[config.mk]
export PLATFORM = sky130hd
export DESIGN_NAME = ahb_sevenseg_ctrl
export DESIGN_NICKNAME = d
export VERILOG_FILES = /design/src/rtl/ahb_sevenseg_ctrl.sv
export SDC_FILE = /design/constraint.sdc
export NUM_CORES = 1
export LEC_CHECK = 0
export BUFFER_PORTS_ARGS = -buffer_cell sky130_fd_sc_hd__buf_2
export CAP_MARGIN = 25
export CORE_AREA = 5 5 95 97
export CTS_CLUSTER_DIAMETER = 120
export DETAILED_ROUTE_END_ITERATION = 12
export DIE_AREA = 0 0 100 102
export PLACE_DENSITY_LB_ADDON = 0.15
export SETUP_SLACK_MARGIN = 0.15
export SLEW_MARGIN = 25
export SYNTH_ARGS = -nofsm -noshare
export SYNTH_HDL_FRONTEND = slang
export SYNTH_SLANG_ARGS = --single-unit
[constraint.sdc]
create_clock -name SI_ClkIn -period 2.55 [get_ports SI_ClkIn]
set_input_delay 0.3825 -clock SI_ClkIn [delete_from_list [all_inputs] [get_ports SI_ClkIn]]
set_output_delay 0.3825 -clock SI_ClkIn [all_outputs]
set_load 0.05 [all_outputs]
[src/rtl/ahb_sevenseg_ctrl.sv]
// ahb_sevenseg_ctrl: AHB-Lite slave driving an 8-digit multiplexed seven-segment display (option: SEVENSEG_LEADING_ZERO_BLANK_EN)
module ahb_sevenseg_ctrl #(
  parameter int CLK_DIV = 1000
) (
  input  logic        SI_ClkIn,
  input  logic        SI_Reset_N,
  input  logic        HSEL,
  input  logic [31:0] HADDR,
  input  logic [1:0]  HTRANS,
  input  logic        HWRITE,
  input  logic [31:0] HWDATA,
  output logic [31:0] HRDATA,
  output logic [7:0]  IO_7SEGEN_N,
  output logic [6:0]  IO_7SEG_N
);
  localparam logic [6:0] SEG_LUT [16] = '{
    7'h40, 7'h79, 7'h24, 7'h30, 7'h19, 7'h12, 7'h02, 7'h78,
    7'h00, 7'h10, 7'h08, 7'h03, 7'h46, 7'h21, 7'h06, 7'h0E
  };
  logic        valid_q, valid_d, write_q, write_d;
  logic [1:0]  off_q, off_d;
  logic [31:0] data_q, data_d;
  logic [7:0]  digen_q, digen_d;
  logic [15:0] pre_q, pre_d;
  logic [2:0]  idx_q, idx_d;
  logic [7:0]  segen_q, segen_d;
  logic [6:0]  seg_q, seg_d;
  logic        sel, wr, tc, lz;
  logic [3:0]  nib;
  logic [31:0] rd;
  logic        unused_ok;
  assign unused_ok = ^{HADDR[31:4], HADDR[1:0], HTRANS[0]};
  assign IO_7SEGEN_N = segen_q;
  assign IO_7SEG_N = seg_q;
`ifdef SEVENSEG_LEADING_ZERO_BLANK_EN
  assign lz = (idx_q != 3'd0) && ((data_q >> {idx_q, 2'b00}) == 32'd0);
`else
  assign lz = 1'b0;
`endif
  // Bus pipeline, register writes, scan counters and next display value
  always_comb begin
    sel = HSEL & HTRANS[1];
    valid_d = sel;
    write_d = sel ? HWRITE : write_q;
    off_d = sel ? HADDR[3:2] : off_q;
    wr = valid_q & write_q;
    data_d = (wr && off_q == 2'd0) ? HWDATA : data_q;
    digen_d = (wr && off_q == 2'd1) ? HWDATA[7:0] : digen_q;
    tc = pre_q == 16'(CLK_DIV - 1);
    pre_d = tc ? 16'd0 : pre_q + 16'd1;
    idx_d = tc ? idx_q + 3'd1 : idx_q;
    nib = data_q[{idx_q, 2'b00} +: 4];
    segen_d = ~(digen_q & (8'd1 << idx_q));
    seg_d = (~digen_q[idx_q] | lz) ? 7'h7F : SEG_LUT[nib];
    rd = off_q == 2'd0 ? data_q : off_q == 2'd1 ? {24'd0, digen_q} : 32'd0;
    HRDATA = (valid_q & ~write_q) ? rd : 32'd0;
  end
  // State registers, cleared asynchronously so a pending data phase is dropped
  always_ff @(posedge SI_ClkIn or negedge SI_Reset_N) begin
    if (!SI_Reset_N) begin
      valid_q <= 1'b0;
      write_q <= 1'b0;
      off_q <= 2'd0;
      data_q <= 32'd0;
      digen_q <= 8'hFF;
      pre_q <= 16'd0;
      idx_q <= 3'd0;
      segen_q <= 8'hFF;
      seg_q <= 7'h7F;
    end else begin
      valid_q <= valid_d;
      write_q <= write_d;
      off_q <= off_d;
      data_q <= data_d;
      digen_q <= digen_d;
      pre_q <= pre_d;
      idx_q <= idx_d;
      segen_q <= segen_d;
      seg_q <= seg_d;
    end
  end
endmodule

==> summary.md, run 1 <==
| Metric | Value |
|---|---|
| RSZ-0062 raised after global routing | `no` |
| Measured slew at the worst slew-check pin | `about 720 ps` |
| TNS Setup | `0 ps` |
| Cell taking the most area after synthesis | `dfrtp_1` |
| Setup ws final | `around 240 ps` |
| Multi-input gate area | `1850 sq um` |
| Worst min-delay path category | `in -> async` |
| Status | `completed` |
| Core area | `8050 sq um` |
| Syn Inst Count | `approximately 310` |
| Critical path class | `reg -> out` |
| Fmax | `roughly 0.43 GHz` |
| Yosys reg bits | `78` |
| Area grow syn2layout | `21.2%` |
| Clock latency on the worst-skew pair | `350 ps` |
| First-pass GRT wire length | `approximately 14 mm` |
| Port Buf Inserts | `85` |
| Reg clk slew, reported paths | `roughly 80 ps` |
| Syn avg cell area | `12.6 sq um` |
| Most frequent cells in the layout | `buf_2 (68), dfrtp_1 (54), mux2_2 (39)` |
| Comb pwr share | `about a third` |
| Pin count of the biggest net entering global routing | `slightly below 80` |
| CP endpoint kind | `output pin` |
| Peak supply drop | `roughly 0.51 mV` |
| Longest Clk Path Bufs | `2` |
| Worst R2R Setup Slack | `400 ps` |
| Cell Rows | `33` |
| Die area | `between 10,000 and 15,000 sq um` |
| Layout net count | `about 490` |
| Crit path DAT | `between 1500 and 2000 ps` |
| Top_reg_cell synth | `dfrtp_1` |
| Tot GR Track Use | `approximately 17%` |
| Final min period | `~2300 ps` |
| Unique masters post-synth | `between 40 and 50` |
| Post-DP HPWL | `around 5.9 mm` |
| DRT iter0 DRCs | `~130` |
| Sequential Area | `just under 2000 sq um` |
| Power per standard cell area | `about 890 nW/um^2` |
| Commonest non-fill, non-tap cell in the layout | `buf_2` |
| First-pass iteration count of the detailed router | `4` |
| Leak | `between 2 and 2.5 nW` |
| Crit share post-route | `90.6%` |
| Max-cap violations | `0` |
| Sw Share | `around a third` |
| Crit path required time | `about 2200 ps` |
| Die height | `roughly 100 um` |
| Worst-path fanout max | `12` |
| Pins Over Slew Limit | `0` |
| Vias in the first global route | `~2,700` |
| Final hold vios | `0` |
| Post-route ant nets | `0` |
| Fill count | `702` |
| # setup viols final | `0` |
| CTS buffer count | `9` |
| Layout cells sized above 1 | `47.2%` |
| WL final | `between 8 and 9 mm` |
| Top cells by area, synth | `dfrtp_1 (35%), dfstp_2 (15%), mux2_2 (11%)` |
| DRC | `0` |
| N_diodes | `0` |
| Post-layout total power | `4.23 mW` |
| Die Width | `100 um` |
| Sw power | `approximately 1.5 mW` |
| Global route overflow | `0` |
| Clock power share | `21.8%` |
| Clock root buffer | `clkbuf_8` |
| Synthesis Warnings | `0` |
| Clock tree sinks | `a little under 80` |
| Rel. slew slack | `about half` |
| Seq pwr share | `between 40% and 50%` |
| Startpoint Class | `flop` |
| Initial Utilization | `between 40 and 50%` |
| CTS H-tree depth | `3` |
| Post-Syn Nets | `roughly 390` |
| GPL Wtd Cong | `between 0.7 and 0.8` |
| CTS tree | `built` |
| Cell internal pwr | `about 2.8 mW` |
| Routed via count | `2,628` |
| FFs w/ async S/R, synth | `100%` |
| Sequential fraction of the synthesis area | `between 50% and 60%` |
| Area fraction of the dominant cell type after synthesis | `about a third` |
| Clock Skews | `between 10 and 15 ps` |
| DP Worst Slack | `about 280 ps` |
| Wire length per cell | `16.1 um` |
| Synth Cell Area | `slightly below 4000 sq um` |
| Number of synthesized flops with an enable pin | `0` |
| Vias/cell | `around 5.1` |
| Antenna violations before repair | `0` |
| Ports | `roughly 120` |
-- state kept, by name (all words and copies together), names as in the netlist --
register / count
digen_q: 8
pre_q: 16
data_q: 32
write_q: 1
valid_q: 1
idx_q: 3
IO_7SEGEN_N: 8
IO_7SEG_N: 7
off_q: 2
-- critical path: stages (launching register included) --
cell	delay [ps]
dfrtp_1	410
or3b_4	420
nor2_4	180
buf_6	180
and2_1	130
buf_2	260
-- cell families (layout without fill, tap and decap cells) --
group	after synthesis	in the layout	share of synthesized area (%)
and+or+nand+nor	95	95	13.3
xor gates and xnor gates	14	14	3.13
muxes	69	69	22.1
adders and majority gates	13	13	4.15
buffers and inverters	22	120	2.97
DFF	78	78	50.6
AOI/OAI and AO/OA	20	20	3.77
-- power groups by stage --
stage          clock, mW  combinational [mW]  sequential (mW)
2_1_floorplan          0               0.875             2.08
6_report           0.924                1.35             1.96
4_1_cts            0.948                1.35             1.96
3_5_place_dp           0                1.35             1.99
3_3_place_gp           0                1.32             1.97
5_1_grt             1.00                1.48             2.02
-- final cells by class --
cell class	count	area share [%]
inverters	8	0.632
multi-input cells	211	38.9
clock inverters	6	1.29
repair buffers	96	11.8
well taps	105	2.77
clock buffers	10	2.90
flip-flops and latches	78	41.7
-- timing repair --
| action | in CTS | in global routing |
|---|---|---|
| gates cloned | 0 | 1 |
| pin swaps | 0 | 1 |
| hold buffers | 0 | 0 |
| endpoints found under the setup margin | 17 | 25 |
| gates resized for setup | 3 | 21 |
| setup buffers | 0 | 1 |
-- synthesized netlist by cell type (6+ instances only) --
cell type / count
inv_1: 7
nand3_1: 14
nand2_1: 18
and2_1: 24
mux2i_1: 15
nor2_1: 19
dfrtp_1: 55
xnor2_1: 6
ha_1: 13
mux4_2: 8
dfstp_2: 23
xor2_1: 8
buf_2: 6
mux2_2: 39
-- per-layer routing --
metal | GRT usage, % | share of wire (%) | up-vias
li1 | - | - | 1272
met1 | 24.8 | 47 | 1275
met2 | 25.8 | 45 | 77
met3 | 3.89 | 6.6 | 4
met4 | 5.91 | 0.71 | 0
met5 | 0 | 0 | -
-- metrics by stage --
stage	utilization, %	cells	instance area [sq um]	hold slack, ps
2_1_floorplan	-	311	3920	86.9
3_3_place_gp	55.6	496	4470	450
3_5_place_dp	55.6	496	4470	452
4_1_cts	58.1	512	4680	204
5_1_grt	59.0	514	4750	94.5
6_report	59.0	514	4750	40.6
-- final timing paths --
kind	startpoint	end	depth (start not counted)
worst max-delay path	off_q[1]$_DFFE_PN0P_	HRDATA[31]	5
worst min-delay path	SI_Reset_N	off_q[1]$_DFFE_PN0P_	1
worst max register to register	idx_q[1]$_DFFE_PN0N_	IO_7SEG_N[3]$_DFF_PN1_	9
worst min register to register	digen_q[7]$_DFFE_PN1P_	IO_7SEGEN_N[7]$_DFF_PN1_	1
max in group asynchronous	SI_Reset_N	idx_q[1]$_DFFE_PN0N_	1
min in group SI_ClkIn	HWDATA[10]	data_q[10]$_DFFE_PN0P_	2
No activity file was read; power rests on OpenSTA's default activity.
==> inputs of run 2 (changes only) <==
--- a/config.mk
+++ b/config.mk
@@ -5,12 +5,14 @@
 export SDC_FILE = /design/constraint.sdc
 export NUM_CORES = 1
 export LEC_CHECK = 0
+export ABC_AREA = 1
 export BUFFER_PORTS_ARGS = -buffer_cell sky130_fd_sc_hd__buf_2
 export CAP_MARGIN = 25
-export CORE_AREA = 5 5 95 97
+export CORE_AREA = 2 2 94 96
 export CTS_CLUSTER_DIAMETER = 120
 export DETAILED_ROUTE_END_ITERATION = 12
-export DIE_AREA = 0 0 100 102
+export DIE_AREA = 0 0 96 98
+export GPL_TIMING_DRIVEN = 0
 export PLACE_DENSITY_LB_ADDON = 0.15
 export SETUP_SLACK_MARGIN = 0.15
 export SLEW_MARGIN = 25
==> run 2 against run 1 <==
Net effect: core utilization fell by 0.73 points; largest cell class unchanged; synthesized area grew 3.9%; total power up 4.0%; synthesized cell count is 68% higher; clock power rose by 29%; setup slack improved by 79 ps.
==> summary.md, run 2 <==
| Metric | Value |
|---|---|
| Clock root buffer | `clkbuf_8` |
| Vias in the first global route | `3,437 (+28%)` |
| Yosys reg bits | `78 (unchanged)` |
| Cell taking the most area after synthesis | `dfrtp_1` |
| Cell Rows | `34 (+3.0%)` |
| Buffers & Inverters on Critical Path | `3 (+1)` |
| Ports | `117 (unchanged)` |
| Post-synthesis mux area share | `0% (-22 points)` |
| Die area | `9410 sq um (-7.8%)` |
| Startpoint Class | `flop` |
| Crit share post-route | `87.5% (-3.1 points)` |
| Clock latency on the worst-skew pair | `360 ps (about the same)` |
| Worst R2R Setup Slack | `520 ps (+120 ps)` |
| Die Width | `96 um (-4.0%)` |
| Routed via count | `3,681 (+40%)` |
| Final hold vios | `0 (unchanged)` |
| Syn avg cell area | `7.80 sq um (-38%)` |
| Port Buf Inserts | `85 (unchanged)` |
| N_diodes | `0 (unchanged)` |
| Synth Cell Area | `4070 sq um (+3.9%)` |
| Initial Utilization | `48.1% (-0.58 points)` |
| RR Startpoint | `idx_q[0]$_DFFE_PN0N_` |
| TNS Setup | `0 ps (unchanged)` |
| Die height | `98 um (-3.9%)` |
| Unique masters post-synth | `30 (-32%)` |
| DRT iter0 DRCs | `183 (+44%)` |
| WP depth | `5 (unchanged)` |
| GPL Wtd Cong | `0.842 (+7.0%)` |
| First-pass iteration count of the detailed router | `4 (unchanged)` |
| Most frequent cells in the layout | `nand2_1 (130), buf_2 (98), inv_1 (62)` |
| Number of synthesized flops with an enable pin | `0 (unchanged)` |
| Worst path cell trace | `inv_1, nand2_1, buf_1, a21oi_1, buf_2` |
| Global route overflow | `0 (unchanged)` |
| Reg clk slew, reported paths | `80 ps (about the same)` |
| Pin count of the biggest net entering global routing | `41 (-48%)` |
| First-pass GRT wire length | `16.4 mm (+21%)` |
| Commonest non-fill, non-tap cell in the layout | `nand2_1` |
| Crit path required time | `2170 ps (about the same)` |
| Largest family of logic cells by synthesized area | `simple AND/OR/NAND/NOR gates` |
| Compound-cell area share of the yosys netlist | `8.02% (+4.3 points)` |
| Sequential fraction of the synthesis area | `48.7% (-1.9 points)` |
| RSZ-0062 raised after global routing | `no` |
| Largest Register | `data_q` |
| Clock tree sinks | `78 (unchanged)` |
| Syn Inst Count | `522 (+68%)` |
| Commonest cells in the netlist | `nand2_1 (130), inv_1 (62), nor2_1 (56)` |
| Largest regs | `data_q: 32 flops, pre_q: 16 flops` |
| Top cells by area, synth | `dfrtp_1 (34%), dfstp_2 (15%), nand2_1 (12%)` |
| Leak | `2.59 nW (+19%)` |
| DP Worst Slack | `531 ps (+247 ps)` |
| Post-layout total power | `4.40 mW (+4.0%)` |
| Synth Area in Adders | `4.00% (-0.16 points)` |
| Layout net count | `704 (+45%)` |
| Tot GR Track Use | `22.5% (+5.3 points)` |
| R2R depth | `12 (+3)` |
| Synth Area in XOR/XNOR | `1.29% (-1.8 points)` |
| Peak supply drop | `0.395 mV (-22%)` |
| WHS Path Cells | `3` |
| Clock Skews | `13.1 ps (+2.06 ps)` |
| Fmax | `0.448 GHz (+3.5%)` |
| Critical path class | `reg -> out` |
| Wire length per cell | `13.8 um (-15%)` |
| Final min period | `2230 ps (-79.0 ps)` |
| # setup viols final | `0 (unchanged)` |
| Area fraction of the dominant cell type after synthesis | `33.8% (-1.3 points)` |
| Crit path max-delay family | `buffers and inverters` |
| Worst path slowest cell | `dfrtp_1` |
| Worst-path fanout max | `10 (-2)` |
| Post-Syn Nets | `605 (+54%)` |
| Worst min-delay path category | `in -> reg` |
| Max FFs per register | `32 (unchanged)` |
| Status | `completed` |
| Area grow syn2layout | `21.2% (about the same)` |
| R2r endpoint | `IO_7SEG_N[5]$_DFF_PN1_` |
| Rel. slew slack | `61.8% (+10 points)` |
| Pins Over Slew Limit | `0 (unchanged)` |
| DRC | `0 (unchanged)` |
| Setup crit end | `HRDATA[2]` |
| CTS buffer count | `9 (unchanged)` |
| CTS H-tree depth | `3 (unchanged)` |
| CTS tree | `built` |
| Longest Clk Path Bufs | `2 (unchanged)` |
| FFs w/ async S/R, synth | `100% (unchanged)` |
| Top_reg_cell synth | `dfrtp_1` |
| Measured slew at the worst slew-check pin | `573 ps (-148 ps)` |
| Post-route ant nets | `0 (unchanged)` |
| Post-DP HPWL | `7.18 mm (+23%)` |
| Synthesis Warnings | `0 (unchanged)` |
| Critical Path Source | `write_q$_DFFE_PN0P_` |
| Core area | `8470 sq um (+5.1%)` |
| Setup ws final | `320 ps (+79.0 ps)` |
| WL final | `10.1 mm (+22%)` |
| CP max stage delay | `390 ps (-30 ps)` |
| Power per standard cell area | `893 nW/um^2 (+0.16%)` |
| CP endpoint kind | `output pin` |
| Layout cells sized above 1 | `25.1% (-22 points)` |
| Antenna violations before repair | `0 (unchanged)` |
| Most frequent cell after synthesis | `nand2_1` |
| Max-cap violations | `0 (unchanged)` |
| Vias/cell | `5.01 (-1.9%)` |
| Crit path DAT | `1850 ps (-80 ps)` |
| Simple-gate share of the synthesized area | `29.4% (+16 points)` |
| Fill count | `798 (+14%)` |
[run 2: changes by cell type in the layout (fill, tap and decap cells not counted), sizes merged, moves of 17 or more]
cell | before | now
nand3 | 14 | 52
nor2 | 19 | 60
inv | 7 | 65
and2 | 25 | 0
nand2 | 19 | 135
mux2 | 45 | 0
o21ai | 5 | 22
nor3 | 0 | 27
buf | 82 | 105
a21oi | 4 | 38
[run 2: final cells by class]
type                    count  area [sq um]  area share (%)
inverters                  66           248            5.02
repair buffers             88           468            9.49
plain buffers              20           105            2.13
clock buffers              13           169            3.42
well taps                 108           135            2.74
clock inverters             3          90.1            1.83
flip-flops and latches     78          1980            40.2
multi-input cells         358          1740            35.2
[run 2: tightest hold or removal path, cell delays in order]
cell and delay (ps):
buf_2 80, nand2_1 40, nand2_1 50
[run 2: logic make-up (layout without fill, tap and decap cells)]
logic type	after synthesis	count (layout)
simple gates	276	276
buf+inv	86	190
flops	78	78
compound gates	63	63
fa+ha+maj	13	13
xor+xnor	6	6
[run 2: metal layers]
layer	global-route usage, %	vias to the layer above	share of wire, %
met2	34.7	103	46
met1	32.3	1717	48
li1	-	1849	-
met3	4.40	12	5.3
met4	6.37	0	1.3
met5	0	-	0
[run 2: where the power goes]
group / total, mW / switching, mW / internal, mW
registers: 1.80 / 0.172 / 1.63
clock network: 1.19 / 0.455 / 0.732
logic: 1.42 / 1.00 / 0.412
[run 2: repair_timing]
item                       4_1_cts  5_1_grt
hold endpoints to repair         5        0
setup buffers                    0        1
hold buffers                     1        0
setup endpoints to repair        0       12
resized for setup                0        2
[run 2: worst min path at each step]
| stage | end | startpoint | slack, ps |
|---|---|---|---|
| 2_1_floorplan | data_q[0]$_DFFE_PN0P_ | SI_Reset_N | 90 |
| 3_3_place_gp | pre_q[0]$_DFF_PN0_ | pre_q[0]$_DFF_PN0_ | 450 |
| 3_5_place_dp | data_q[27]$_DFFE_PN0P_ | SI_Reset_N | 380 |
| 4_1_cts | off_q[1]$_DFFE_PN0P_ | HADDR[3] | 220 |
| 5_1_grt | digen_q[7]$_DFFE_PN1P_ | HWDATA[7] | 240 |
| 6_report | off_q[1]$_DFFE_PN0P_ | HADDR[3] | 220 |
[run 2: through the flow]
stage	instances	hold slack [ps]	cell area, sq um	utilization (%)
detailed placement	716	382	4650	55.0
CTS	733	215	4920	58.1
floorplan	522	86.9	4070	-
finish	734	218	4930	58.3
global placement	715	446	4630	54.7
global route	734	240	4930	58.3
